===== src/rtl/wb_port_arbiter_if.sv =====
// Write-port arbiter bus: pipeline writeback, multi-cycle result offer,
// register-file write port and stall/halt status.
interface wb_port_arbiter_if;
  localparam int unsigned RW_W   = 5;
  localparam int unsigned DATA_W = 32;

  logic              pipe_wen_in_wb;
  logic [RW_W-1:0]   pipe_rw_in_wb;
  logic [DATA_W-1:0] pipe_di_in_wb;
  logic              halt_in_wb;
  logic              mc_valid;
  logic [RW_W-1:0]   mc_rw;
  logic [DATA_W-1:0] mc_di;
  logic              mc_ready;
  logic              rf_wen_out;
  logic [RW_W-1:0]   rf_rw_out;
  logic [DATA_W-1:0] rf_di_out;
  logic              stall_out;
  logic              halt_out;

  // Pipeline / multi-cycle side
  modport master (
    output pipe_wen_in_wb, pipe_rw_in_wb, pipe_di_in_wb, halt_in_wb,
    output mc_valid, mc_rw, mc_di,
    input  mc_ready, rf_wen_out, rf_rw_out, rf_di_out, stall_out, halt_out
  );

  // Arbiter side
  modport slave (
    input  pipe_wen_in_wb, pipe_rw_in_wb, pipe_di_in_wb, halt_in_wb,
    input  mc_valid, mc_rw, mc_di,
    output mc_ready, rf_wen_out, rf_rw_out, rf_di_out, stall_out, halt_out
  );
endinterface


===== src/rtl/wb_port_arbiter.sv =====
// Register-file write-port arbiter: the pipeline writeback has priority,
// multi-cycle results queue in a small FIFO and drain into idle/r0 cycles.
// Optional feature macro: WBARB_STARVE_EN (forced drain after STARVE_LIMIT
// consecutive lost arbitration cycles, signalled via stall_out).
module wb_port_arbiter #(
  parameter int unsigned DEPTH        = 2,
  parameter int unsigned STARVE_LIMIT = 4
) (
  input logic              CLK,
  input logic              RST,
  wb_port_arbiter_if.slave bus
);
  localparam int unsigned RW_W   = 5;
  localparam int unsigned DATA_W = 32;
  localparam int unsigned PTR_W  = $clog2(DEPTH);
  localparam int unsigned CNT_W  = PTR_W + 1;

  typedef struct packed {
    logic [RW_W-1:0]   rw;
    logic [DATA_W-1:0] di;
  } entry_t;

  // Only power-of-two depths 2/4 are supported (pointers wrap naturally)
  if (!(DEPTH == 2 || DEPTH == 4) || STARVE_LIMIT == 0) begin : g_bad_cfg
    $error("wb_port_arbiter: illegal DEPTH or STARVE_LIMIT");
  end

  entry_t            mem [DEPTH];
  logic [PTR_W-1:0]  rd_ptr, wr_ptr;
  logic [CNT_W-1:0]  count, count_next;
  entry_t            head;
  logic              empty, full, push, pop;
  logic              pipe_win, collision, fifo_win;
  logic              rf_wen;
  logic [RW_W-1:0]   rf_rw;
  logic [DATA_W-1:0] rf_di;
  logic              halt_pending, halt_r, stall_r;

  // Arbitration and write-port mux
  always_comb begin
    rf_wen     = 1'b0;
    rf_rw      = '0;
    rf_di      = '0;
    head       = mem[rd_ptr];
    empty      = (count == '0);
    full       = (count == CNT_W'(DEPTH));
    push       = bus.mc_valid && !full && !RST;
    pipe_win   = !RST && bus.pipe_wen_in_wb && (bus.pipe_rw_in_wb != '0) && !stall_r;
    collision  = pipe_win && !empty && (head.rw == bus.pipe_rw_in_wb);
    fifo_win   = !RST && !pipe_win && !empty;
    pop        = collision || fifo_win;
    count_next = count + CNT_W'(push) - CNT_W'(pop);
    if (pipe_win) begin
      rf_wen = 1'b1;
      rf_rw  = bus.pipe_rw_in_wb;
      rf_di  = bus.pipe_di_in_wb;
    end else if (fifo_win && head.rw != '0) begin
      rf_wen = 1'b1;
      rf_rw  = head.rw;
      rf_di  = head.di;
    end
  end

  assign bus.mc_ready   = !full && !RST;
  assign bus.rf_wen_out = rf_wen;
  assign bus.rf_rw_out  = rf_rw;
  assign bus.rf_di_out  = rf_di;
  assign bus.stall_out  = stall_r;
  assign bus.halt_out   = halt_r;

  // FIFO storage (contents need no reset; occupancy is tracked separately)
  always_ff @(posedge CLK) begin
    if (push) mem[wr_ptr] <= '{rw: bus.mc_rw, di: bus.mc_di};
  end

  // FIFO pointers and occupancy
  always_ff @(posedge CLK) begin
    if (RST) begin
      rd_ptr <= '0;
      wr_ptr <= '0;
      count  <= '0;
    end else begin
      if (push) wr_ptr <= wr_ptr + PTR_W'(1);
      if (pop)  rd_ptr <= rd_ptr + PTR_W'(1);
      count <= count_next;
    end
  end

  // Halt completes once every queued result has been committed
  always_ff @(posedge CLK) begin
    if (RST) begin
      halt_pending <= 1'b0;
      halt_r       <= 1'b0;
    end else begin
      if (bus.halt_in_wb) halt_pending <= 1'b1;
      if (halt_pending && count_next == '0 && !bus.mc_valid) halt_r <= 1'b1;
    end
  end

`ifdef WBARB_STARVE_EN
  localparam int unsigned SC_W = $clog2(STARVE_LIMIT + 1);
  logic [SC_W-1:0] starve_cnt;

  // Starvation counter: force one drain cycle after STARVE_LIMIT lost cycles
  always_ff @(posedge CLK) begin
    if (RST) begin
      starve_cnt <= '0;
      stall_r    <= 1'b0;
    end else begin
      stall_r <= 1'b0;
      if (pop) begin
        starve_cnt <= '0;
      end else if (pipe_win && !empty) begin
        if (starve_cnt == SC_W'(STARVE_LIMIT - 1)) begin
          starve_cnt <= '0;
          stall_r    <= 1'b1;
        end else begin
          starve_cnt <= starve_cnt + SC_W'(1);
        end
      end
    end
  end
`else
  assign stall_r = 1'b0;
`endif
endmodule


===== src/flat_wrapper.sv =====
// flat-port wrapper written by rule: the top's interface ports become plain ports
module wb_port_arbiter_flat 
#(
  parameter int unsigned DEPTH        = 2,
  parameter int unsigned STARVE_LIMIT = 4
)
  (CLK, RST, bus_pipe_wen_in_wb, bus_pipe_rw_in_wb, bus_pipe_di_in_wb, bus_halt_in_wb, bus_mc_valid, bus_mc_rw, bus_mc_di, bus_mc_ready, bus_rf_wen_out, bus_rf_rw_out, bus_rf_di_out, bus_stall_out, bus_halt_out);
  wb_port_arbiter_if bus_i ();
  input logic CLK;
  input logic RST;
  input wire logic [$bits(bus_i.pipe_wen_in_wb)-1:0] bus_pipe_wen_in_wb;
  input wire logic [$bits(bus_i.pipe_rw_in_wb)-1:0] bus_pipe_rw_in_wb;
  input wire logic [$bits(bus_i.pipe_di_in_wb)-1:0] bus_pipe_di_in_wb;
  input wire logic [$bits(bus_i.halt_in_wb)-1:0] bus_halt_in_wb;
  input wire logic [$bits(bus_i.mc_valid)-1:0] bus_mc_valid;
  input wire logic [$bits(bus_i.mc_rw)-1:0] bus_mc_rw;
  input wire logic [$bits(bus_i.mc_di)-1:0] bus_mc_di;
  output wire logic [$bits(bus_i.mc_ready)-1:0] bus_mc_ready;
  output wire logic [$bits(bus_i.rf_wen_out)-1:0] bus_rf_wen_out;
  output wire logic [$bits(bus_i.rf_rw_out)-1:0] bus_rf_rw_out;
  output wire logic [$bits(bus_i.rf_di_out)-1:0] bus_rf_di_out;
  output wire logic [$bits(bus_i.stall_out)-1:0] bus_stall_out;
  output wire logic [$bits(bus_i.halt_out)-1:0] bus_halt_out;
  assign bus_i.pipe_wen_in_wb = bus_pipe_wen_in_wb;
  assign bus_i.pipe_rw_in_wb = bus_pipe_rw_in_wb;
  assign bus_i.pipe_di_in_wb = bus_pipe_di_in_wb;
  assign bus_i.halt_in_wb = bus_halt_in_wb;
  assign bus_i.mc_valid = bus_mc_valid;
  assign bus_i.mc_rw = bus_mc_rw;
  assign bus_i.mc_di = bus_mc_di;
  assign bus_mc_ready = bus_i.mc_ready;
  assign bus_rf_wen_out = bus_i.rf_wen_out;
  assign bus_rf_rw_out = bus_i.rf_rw_out;
  assign bus_rf_di_out = bus_i.rf_di_out;
  assign bus_stall_out = bus_i.stall_out;
  assign bus_halt_out = bus_i.halt_out;
  wb_port_arbiter #(.DEPTH(DEPTH), .STARVE_LIMIT(STARVE_LIMIT)) u_core (.CLK(CLK), .RST(RST), .bus(bus_i));
endmodule

===== config.mk =====
export PLATFORM = sky130hd
export DESIGN_NAME = wb_port_arbiter_flat
export DESIGN_NICKNAME = d
export VERILOG_FILES = /design/src/rtl/wb_port_arbiter_if.sv /design/src/rtl/wb_port_arbiter.sv /design/src/flat_wrapper.sv
export SDC_FILE = /design/constraint.sdc
export NUM_CORES = 1
export LEC_CHECK = 0
export BUFFER_PORTS_ARGS = -buffer_cell sky130_fd_sc_hd__buf_4
export CAP_MARGIN = 20
export CORE_MARGIN = 8
export CORE_UTILIZATION = 45
export DETAILED_ROUTE_END_ITERATION = 8
export PLACE_DENSITY = 0.75
export SYNTH_ARGS = -nofsm -noshare
export SYNTH_HDL_FRONTEND = slang
export SYNTH_SLANG_ARGS = --single-unit

===== constraint.sdc =====
create_clock -name CLK -period 2.63 [get_ports CLK]
set_clock_uncertainty 0.05 [all_clocks]
set_input_delay 0.263 -clock CLK [delete_from_list [all_inputs] [get_ports CLK]]
set_output_delay 0.263 -clock CLK [all_outputs]
set_load 0.005 [all_outputs]

==> impl_metrics.ini, run 1 <==
[die]
row_count = 32
die_y_um = 105
ios = 120
die_area_um2 = 11100
start_util = 0.463
die_w_um = 105
core_um2 = 7730

[layout]
drive_gt1_frac = 0.459
regArea_um2 = 2370
area_delta_synth_final_pct = 36.1
fillers = 600
final_area_um2 = 4870
instances_no_fill = 490
n_antenna_cell = 0
fin_util = 0.631
layout.nets = 464
multi_input_area_um2 = 1140

[worst_setup_path]
critical_path_class = reg2out
worst-r2r-cell-count = 12
crit_fanout = 17
r2r_setup_slack_ns = 0.22
cpLargestDelayFamily = simple AND/OR/NAND/NOR gates
path_cells = or4b_2 -> o22ai_2 -> a21o_4 -> buf_12 -> o21ai_0 -> buf_4
critPathRequiredTime_ns = 2.32
cp_slowest_cell = or4b_2
regToRegEndpoint = u_core.bus.halt_out$_SDFFE_PP0P_
slowest_delay_ns = 0.69
crit_buf_inv = 2
arrival_ns = 2.20
start_kind = register
endpoint_kind = output port

[clock_network]
path_clk_slew_ns = 0.08
h-tree-depth = 3
cts_root_buf = clkbuf_8
tritoncts = yes
numCtsBuffers = 9
clk_path_buf_depth = 2
post_cts.repair.setup_buffers = 0
clock_sinks = 81
clock_latency_ns = 0.34

[drt]
routedWlPerCell_um = 16.4
wirelength_mm = 8.02
drt_first_pass_iters = 4
drt_iter0_markers = 85
ant_nets = 0
route.vias.total = 2421
drc = 0
viasPerCell = 4.94

[power_and_ir_drop]
power_density_nw_per_um2 = 666
power_leakage_nw = 1.90
vdd_ir_drop_max_v = 0.000391

[synth]
synth-main-ff-cell = edfxtp_1
yosysMostFrequentCell = edfxtp_1
yosysWarnings = 0
async_flop_share = 0
synth_seq_cells = 81
synthDominantCellAreaShare = 0.621
yosysTopAreaCell = edfxtp_1
synth_area_leaders = edfxtp_1 62%, mux2i_1 11%, o21ai_2 6.4%, nand2_1 4.3%, dfxtp_1 3.9%
postSynthCellCount = 256
synth.distinct_cells = 36
synth_edf_count = 74
synth_seq_area_share = 0.660
ys_top_cells_by_count = 74 x edfxtp_1, 41 x nand2_1, 38 x mux2i_1
synth_nets = 337
synth_area_per_cell_um2 = 14.0
synth_area_um2 = 3580

[global_route]
grt_pass1_vias = 2641
overflow = 0
grt_usage = 0.142
antenna_found_initial = 0
grt_max_degree = 34
grt_pass1_wl_mm = 12.6

[hold_path]
min-delay-start = bus_mc_di[30]
min_to = u_core.mem[0][30]$_DFFE_PP_
hp-class = in2reg
min_path_cells = 1

[sta]
setup_tns_ns = 0
finalSetupViolations = 0
fmax_mhz = 398
tightest_slew_ns = 0.660
fin_crit_sh = 0.955
rsz0062_at_grt = no
relSlewSlack = 0.560
hold_viol_final = 0
fin_crit_ns = 2.51
setup_ws_ns = 0.117
slew_violations = 0

[placed_design]
pre_cts_slack_ns = 0.153
dp_hpwl_mm = 5.75
placedInstanceArea_um2 = 4620
io_buffers = 118
gp_congestion = 0.807
placed_cells = 473

[outcome]
status = finished, final reports clean

[job]
drv_cap = 0
==> per-layer routing <==
metal,global-route usage,up-vias,part of all wire,wire (um)
li1,-,1203,-,-
met1,0.154,1139,0.41,3300
met2,0.250,73,0.52,4150
met3,0.0436,6,0.060,481
met4,0.0632,0,0.011,91
met5,0,-,0,0
==> stage by stage <==
stage               hold WS, ns  total power, mW
floorplan                 0.312             2.02
detailed placement        0.400             2.31
global route             0.0328             3.40
CTS                      0.0405             3.27
global placement          0.397             2.30
finish                   0.0532             3.25
==> what timing repair did <==
action,in CTS,in global routing
gates resized for setup,1,3
hold buffers,0,0
hold endpoints to repair,0,0
setup endpoints to repair,3,31
cloned,0,1
pin swaps,0,1
==> worst reg2reg max path, stage by stage (launching register included) <==
cell and delay, ns:
dfxtp_4 0.42, mux2i_1 0.27, xnor2_1 0.10, nor4_1 0.33, nand2_1 0.10, nand2_1 0.09
ha_1 0.22, inv_1 0.06, ha_1 0.16, xor2_1 0.19, xnor2_1 0.11, a31oi_1 0.17
nor2_1 0.05
==> layout by cell type, fill, tap and decap left out, types with 2 or more instances in the layout <==
master,instances
buf_4,127
edfxtp_1,74
nand2_1,41
mux2i_1,38
o21ai_2,26
clkbuf_8,9
nor2_1,8
o21ai_0,7
xnor2_1,6
dfxtp_1,6
o21ai_1,4
inv_1,3
nor2b_1,3
o311ai_1,2
xor2_1,2
ha_1,2
clkbuf_1,2
clkinvlp_4,2
bufinv_16,2
buf_12,2
==> logic make-up after synthesis <==
kind of cell,share of synthesized area
AND/OR/NAND/NOR,0.0748
XOR/XNOR,0.0196
other,0.00105
adder cells (fa/ha/maj),0.00699
flip-flops,0.660
AO/OA/AOI/OAI,0.104
multiplexers,0.106
buffers and inverters,0.0280
==> report_power, final <==
group | leakage [nW] | switching [mW] | internal, mW
sequential | 0.737 | 0.0477 | 1.50
combinational | 1.07 | 0.362 | 0.379
clock | 0.0995 | 0.430 | 0.534
total | 1.90 | 0.840 | 2.41
==> area by class of cell <==
type,instances,area share
Sequential cell,81,0.485
Clock inverter,5,0.0164
Clock buffer,11,0.0270
Tap cell,102,0.0262
Multi-Input combinational cell,158,0.234
Timing Repair Buffer,130,0.209
Inverter,3,0.00231
==> how the worst max path moves through the flow <==
stage	endpoint	startpoint	slack [ns]	cells after the start
floorplan	u_core.bus.halt_out$_SDFFE_PP0P_	register	0.21	13
global placement	u_core.bus.halt_out$_SDFFE_PP0P_	bus_pipe_rw_in_wb[4]	0.23	13
detailed placement	u_core.bus.halt_out$_SDFFE_PP0P_	bus_pipe_rw_in_wb[4]	0.15	13
CTS	bus_rf_di_out[1]	u_core.mem[1][33]$_DFFE_PP_	0.02	6
global route	u_core.bus.halt_out$_SDFFE_PP0P_	register	0.005	12
finish	bus_rf_di_out[1]	u_core.mem[1][33]$_DFFE_PP_	0.12	6
==> state kept, by name (all words and copies together), names as in the netlist, named ones only <==
signal               cells
u_core.mem              74
u_core.count             2
u_core.bus.halt_out      1
u_core.halt_pending      1
u_core.rd_ptr            1
u_core.wr_ptr            1
No activity file was read; power rests on OpenSTA's default activity.
==> run 2: changes to the inputs <==
CORE_UTILIZATION = 54   (was 45)
PLACE_DENSITY = 0.85   (was 0.75)
clock period = 3.05 ns   (was 2.63 ns; I/O delays follow)
==> run 2 against run 1 <==
  * Cell count fell by 6.9%
  * Worst setup slack improved by 0.14 ns
  * Sequential share of layout area is 1.4 points higher
==> impl_metrics.ini, run 2 (synthesized netlist as in run 1, its figures left out) <==
[sta]
fin_crit_ns = 2.79
fmax_mhz = 358
hold_viol_final = 0
timing.hold.ws_ns = 0.102
tightest_slew_ns = 0.862
fin_crit_sh = 0.916
finalSetupViolations = 0
slew_violations = 0
rsz0062_at_grt = no
relSlewSlack = 0.425
setup_tns_ns = 0

[power_and_ir_drop]
power_leakage_nw = 1.84
power_density_nw_per_um2 = 577
vdd_ir_drop_max_v = 0.000511

[hold_path]
min-delay-start = bus_mc_di[29]
hp-class = in2reg
min_path_cells = 1
min_to = u_core.mem[0][29]$_DFFE_PP_

[worst_setup_path]
r2r_setup_slack_ns = 0.29
arrival_ns = 2.44
critical_path_class = reg2out
cp-startpoint = u_core.mem[1][33]$_DFFE_PP_
crit_fanout = 33
critPathRequiredTime_ns = 2.69
endpoint_kind = output port
start_kind = register
regToRegEndpoint = u_core.bus.halt_out$_SDFFE_PP0P_
worst-r2r-cell-count = 12

[layout]
area_delta_synth_final_pct = 32.0
n_antenna_cell = 0
final_common_cell = buf_4
final_area_um2 = 4730
reg.largest.list = u_core.mem (74), u_core.count (2)
drive_gt1_frac = 0.449
layout.nets = 455
final_cell_mix = 120 x buf_4, 74 x edfxtp_1, 41 x nand2_1
largest_register_ffs = 74
top_register = u_core.mem
fin_util = 0.740

[global_route]
antenna_found_initial = 0
grt_pass1_wl_mm = 12.5
grt_usage = 0.164
grt_pass1_vias = 2615
grt_max_degree = 38
overflow = 0

[outcome]
status = finished, final reports clean

[placed_design]
gp_congestion = 0.783
dp_hpwl_mm = 5.86
placedInstanceArea_um2 = 4520
io_buffers = 118

[clock_network]
clock_latency_ns = 0.33
h-tree-depth = 3
ctsResizeCount = 1
tritoncts = yes
clock_sinks = 81
post_cts.repair.setup_buffers = 0
clk_path_buf_depth = 2
path_clk_slew_ns = 0.09
ctsHoldBuffers = 0
numCtsBuffers = 9
cts_root_buf = clkbuf_8

[drt]
drc = 0
ant_nets = 0
routedWlPerCell_um = 17.4
route.vias.total = 2393
drt_first_pass_iters = 4
viasPerCell = 5.25
drt_iter0_markers = 63
wirelength_mm = 7.92

[die]
start_util = 0.561
die_y_um = 97.4
die_area_um2 = 9490
die_w_um = 97.4
row_count = 29
ios = 120
core_um2 = 6390

[job]
drv_cap = 0
==> run 2: layout make-up <==
type / instances / area, um^2
Sequential cell: 81 / 2360
Fill cell: 413 / 1660
Multi-Input combinational cell: 158 / 1130
Timing Repair Buffer: 121 / 921
Clock buffer: 9 / 124
Tap cell: 77 / 96.3
Clock inverter: 7 / 78.8
Inverter: 3 / 11.3
==> run 2: worst max-delay path, cell delays in order (launching register included) <==
cell and delay (ns):
edfxtp_1 0.39, or4b_2 0.68, o22ai_1 0.21, a21o_4 0.46
o21ai_1 0.17, buf_4 0.16
==> run 2: report_power, final <==
part           leakage (nW)  total [mW]  switching, mW  internal [mW]
Clock                0.0977       0.776          0.389          0.387
Combinational          1.01       0.626          0.316          0.311
Sequential            0.737        1.33         0.0386           1.29
Total                  1.84        2.73          0.743           1.98
==> run 2: stage by stage <==
step           power [mW]  setup WS [ns]  cells
4_1_cts              2.75          0.252    456
6_report             2.73          0.258    456
5_1_grt              2.85          0.135    456
2_1_floorplan        1.74          0.195    256
3_5_place_dp         1.98          0.268    440
3_3_place_gp         1.96          0.280    440
==> run 2: per-layer routing <==
metal / vias to the layer above / global-route usage / part of all wire
met4: 0 / 0.0594 / 0.015
li1: 1195 / - / -
met5: - / 0 / 0
met3: 9 / 0.0469 / 0.056
met2: 70 / 0.292 / 0.54
met1: 1119 / 0.180 / 0.39
==> run 2: worst max path at each step <==
stage                                  endpoint
2_1_floorplan        u_core.mem[0][0]$_DFFE_PP_
3_3_place_gp   u_core.bus.halt_out$_SDFFE_PP0P_
3_5_place_dp   u_core.bus.halt_out$_SDFFE_PP0P_
4_1_cts                        bus_rf_di_out[1]
5_1_grt                       bus_rf_di_out[29]
6_report                      bus_rf_di_out[29]
==> run 3: changes to the inputs <==
--- a/config.mk
+++ b/config.mk
@@ -10,5 +10,7 @@
 export CORE_MARGIN = 8
 export CORE_UTILIZATION = 54
+export CTS_BUF_LIST = sky130_fd_sc_hd__clkbuf_16
 export DETAILED_ROUTE_END_ITERATION = 8
+export GPL_TIMING_DRIVEN = 1
 export PLACE_DENSITY = 0.85
 export SYNTH_ARGS = -nofsm -noshare
==> constraint.sdc (replaced) <==
create_clock -name CLK -period 3.05 [get_ports CLK]
set_clock_uncertainty 0.05 [all_clocks]
set_input_delay 0 -clock CLK [delete_from_list [all_inputs] [get_ports CLK]]
set_output_delay 0 -clock CLK [all_outputs]
set_load 0.005 [all_outputs]
==> run 3 against run 2 <==
  * Critical path depth up 8
  * Clock power up 37%
  * Via count up 9.0%
  * Core utilization up 8.2 points
  * Power up 13%
  * Critical path type is now reg2reg
  * Critical endpoint is now u_core.bus.halt_out$_SDFFE_PP0P_
==> impl_metrics.ini, run 3 (synthesized netlist as in run 1, its figures left out) <==
[worst_setup_path]
endpoint_kind = register
critPathRequiredTime_ns = 3.22
start_kind = register
crit_buf_inv = 2
cpLargestDelayFamily = XOR/XNOR gates
path_cells = buf_4 -> mux2i_1 -> xnor2_1 -> nor3_1 -> nand2_1 -> nand2_1 -> ha_1 -> inv_1 -> ha_1 -> xor2_1 -> xnor2_1 -> a31oi_1 -> nor2_1
critical_path_class = reg2reg
worst-r2r-cell-count = 13
r2r_setup_slack_ns = 0.50
arrival_ns = 2.72
crit_fanout = 12
cp_slowest_cell = dfxtp_2
slowest_delay_ns = 0.39
regToRegEndpoint = u_core.bus.halt_out$_SDFFE_PP0P_

[drt]
routedWlPerCell_um = 17.5
viasPerCell = 5.21
drt_iter0_markers = 74
drt_first_pass_iters = 5
drc = 0
wirelength_mm = 8.75
ant_nets = 0
route.vias.total = 2609

[layout]
top_register = u_core.mem
layout.nets = 498
fin_util = 0.823
fillers = 334
drive_gt1_frac = 0.408
instances_no_fill = 501
largest_register_ffs = 74
reg.largest.list = u_core.mem (74), u_core.count (2)
area_delta_synth_final_pct = 46.7
final_area_um2 = 5250
final_common_cell = buf_4
final_cell_mix = 122 x buf_4, 74 x edfxtp_1, 41 x nand2_1, 41 x dlygate4sd3_1, 38 x mux2i_1

[power_and_ir_drop]
power_leakage_nw = 2.06
vdd_ir_drop_max_v = 0.000595
power_density_nw_per_um2 = 584
power_mw = 3.07

[global_route]
grt_max_degree = 38
antenna_found_initial = 2
grt_pass1_wl_mm = 14.2
grt_usage = 0.186
overflow = 0
grt_pass1_vias = 2965

[hold_path]
min_to = u_core.rd_ptr$_SDFFE_PP0N_
min-delay-start = bus_pipe_rw_in_wb[0]
min_path_cells = 5
hp-class = in2reg

[sta]
slew_violations = 0
rsz0062_at_grt = no
fin_crit_sh = 0.837
setup_tns_ns = 0
fin_crit_ns = 2.55
finalSetupViolations = 0
hold_viol_final = 0
relSlewSlack = 0.424
fmax_mhz = 392
tightest_slew_ns = 0.864

[placed_design]
placed_cells = 442
gp_congestion = 0.831
dp_hpwl_mm = 5.76
io_buffers = 118
placedInstanceArea_um2 = 4530

[die]
core_um2 = 6390
row_count = 29
die_y_um = 97.4
start_util = 0.561
ios = 120
die_area_um2 = 9490
die_w_um = 97.4

[clock_network]
path_clk_slew_ns = 0.06
cts_root_buf = clkbuf_16
h-tree-depth = 3
numCtsBuffers = 9
clk_path_buf_depth = 2
clock_latency_ns = 0.32
clock_sinks = 81
tritoncts = yes

[job]
drv_cap = 0

[outcome]
status = finished, final reports clean
[run 3: cell types whose count changed in the layout (fill, tap and decap cells not counted), sizes merged]
| cell | previous run | this run |
|---|---|---|
| clkinv | 2 | 1 |
| diode | 0 | 2 |
| dlygate4sd3 | 0 | 41 |
| buf | 121 | 123 |
| clkinvlp | 2 | 3 |
[run 3: worst max-delay path by stage]
stage                                    start                          endpoint  slack, ns  cells after the start
CTS                                   register  u_core.bus.halt_out$_SDFFE_PP0P_       0.49                     13
detailed placement                    register  u_core.bus.halt_out$_SDFFE_PP0P_       0.50                     13
finish                                register  u_core.bus.halt_out$_SDFFE_PP0P_       0.50                     13
global placement                      register  u_core.bus.halt_out$_SDFFE_PP0P_       0.59                     13
floorplan           u_core.count[0]$_SDFF_PP0_        u_core.mem[0][0]$_DFFE_PP_       0.28                      4
global route                          register  u_core.bus.halt_out$_SDFFE_PP0P_       0.26                     13
[run 3: repair_timing]
| item | CTS | global route |
|---|---|---|
| hold endpoints to repair | 81 | 0 |
| buffers inserted | 0 | 0 |
| hold buffers | 41 | 0 |
| resized for setup | 0 | 0 |
[run 3: layer usage]
metal,part of all wire,vias up,GRT usage
li1,-,1283,-
met3,0.053,12,0.0533
met1,0.36,1243,0.178
met2,0.57,71,0.354
met4,0.017,0,0.0816
met5,0,-,0
[run 3: report_power, final]
group | total (mW) | internal, mW | leakage [nW] | switching (mW)
Clock | 1.06 | 0.640 | 0.139 | 0.419
Sequential | 1.33 | 1.29 | 0.737 | 0.0363
Combinational | 0.685 | 0.352 | 1.19 | 0.333
[run 3: through the flow]
stage | worst slack [ns] | hold slack (ns)
after global placement | 0.593 | 0.135
final | 0.498 | 0.174
after floorplan | 0.282 | 0.0412
after CTS | 0.490 | 0.163
after detailed placement | 0.501 | 0.137
after global routing | 0.260 | 0.231
[run 3: cell type report]
cell class / instances / area (um^2) / area share
sequential: 81 / 2360 / 0.450
inverter: 3 / 11.3 / 0.00214
multi-input combinational: 158 / 1130 / 0.215
clock buffer: 9 / 225 / 0.0429
timing repair buffer: 164 / 1350 / 0.256
tap: 77 / 96.3 / 0.0183
clock inverter: 7 / 78.8 / 0.0150
antenna: 2 / 5.00 / 0.000953
[run 3: worst register-to-register path: stages (launching register included)]
cell and delay (ns):
dfxtp_2 0.39, buf_4 0.26, mux2i_1 0.28, xnor2_1 0.20, nor3_1 0.09, nand2_1 0.09
nand2_1 0.06, ha_1 0.29, inv_1 0.04, ha_1 0.18, xor2_1 0.16, xnor2_1 0.15
a31oi_1 0.17, nor2_1 0.05
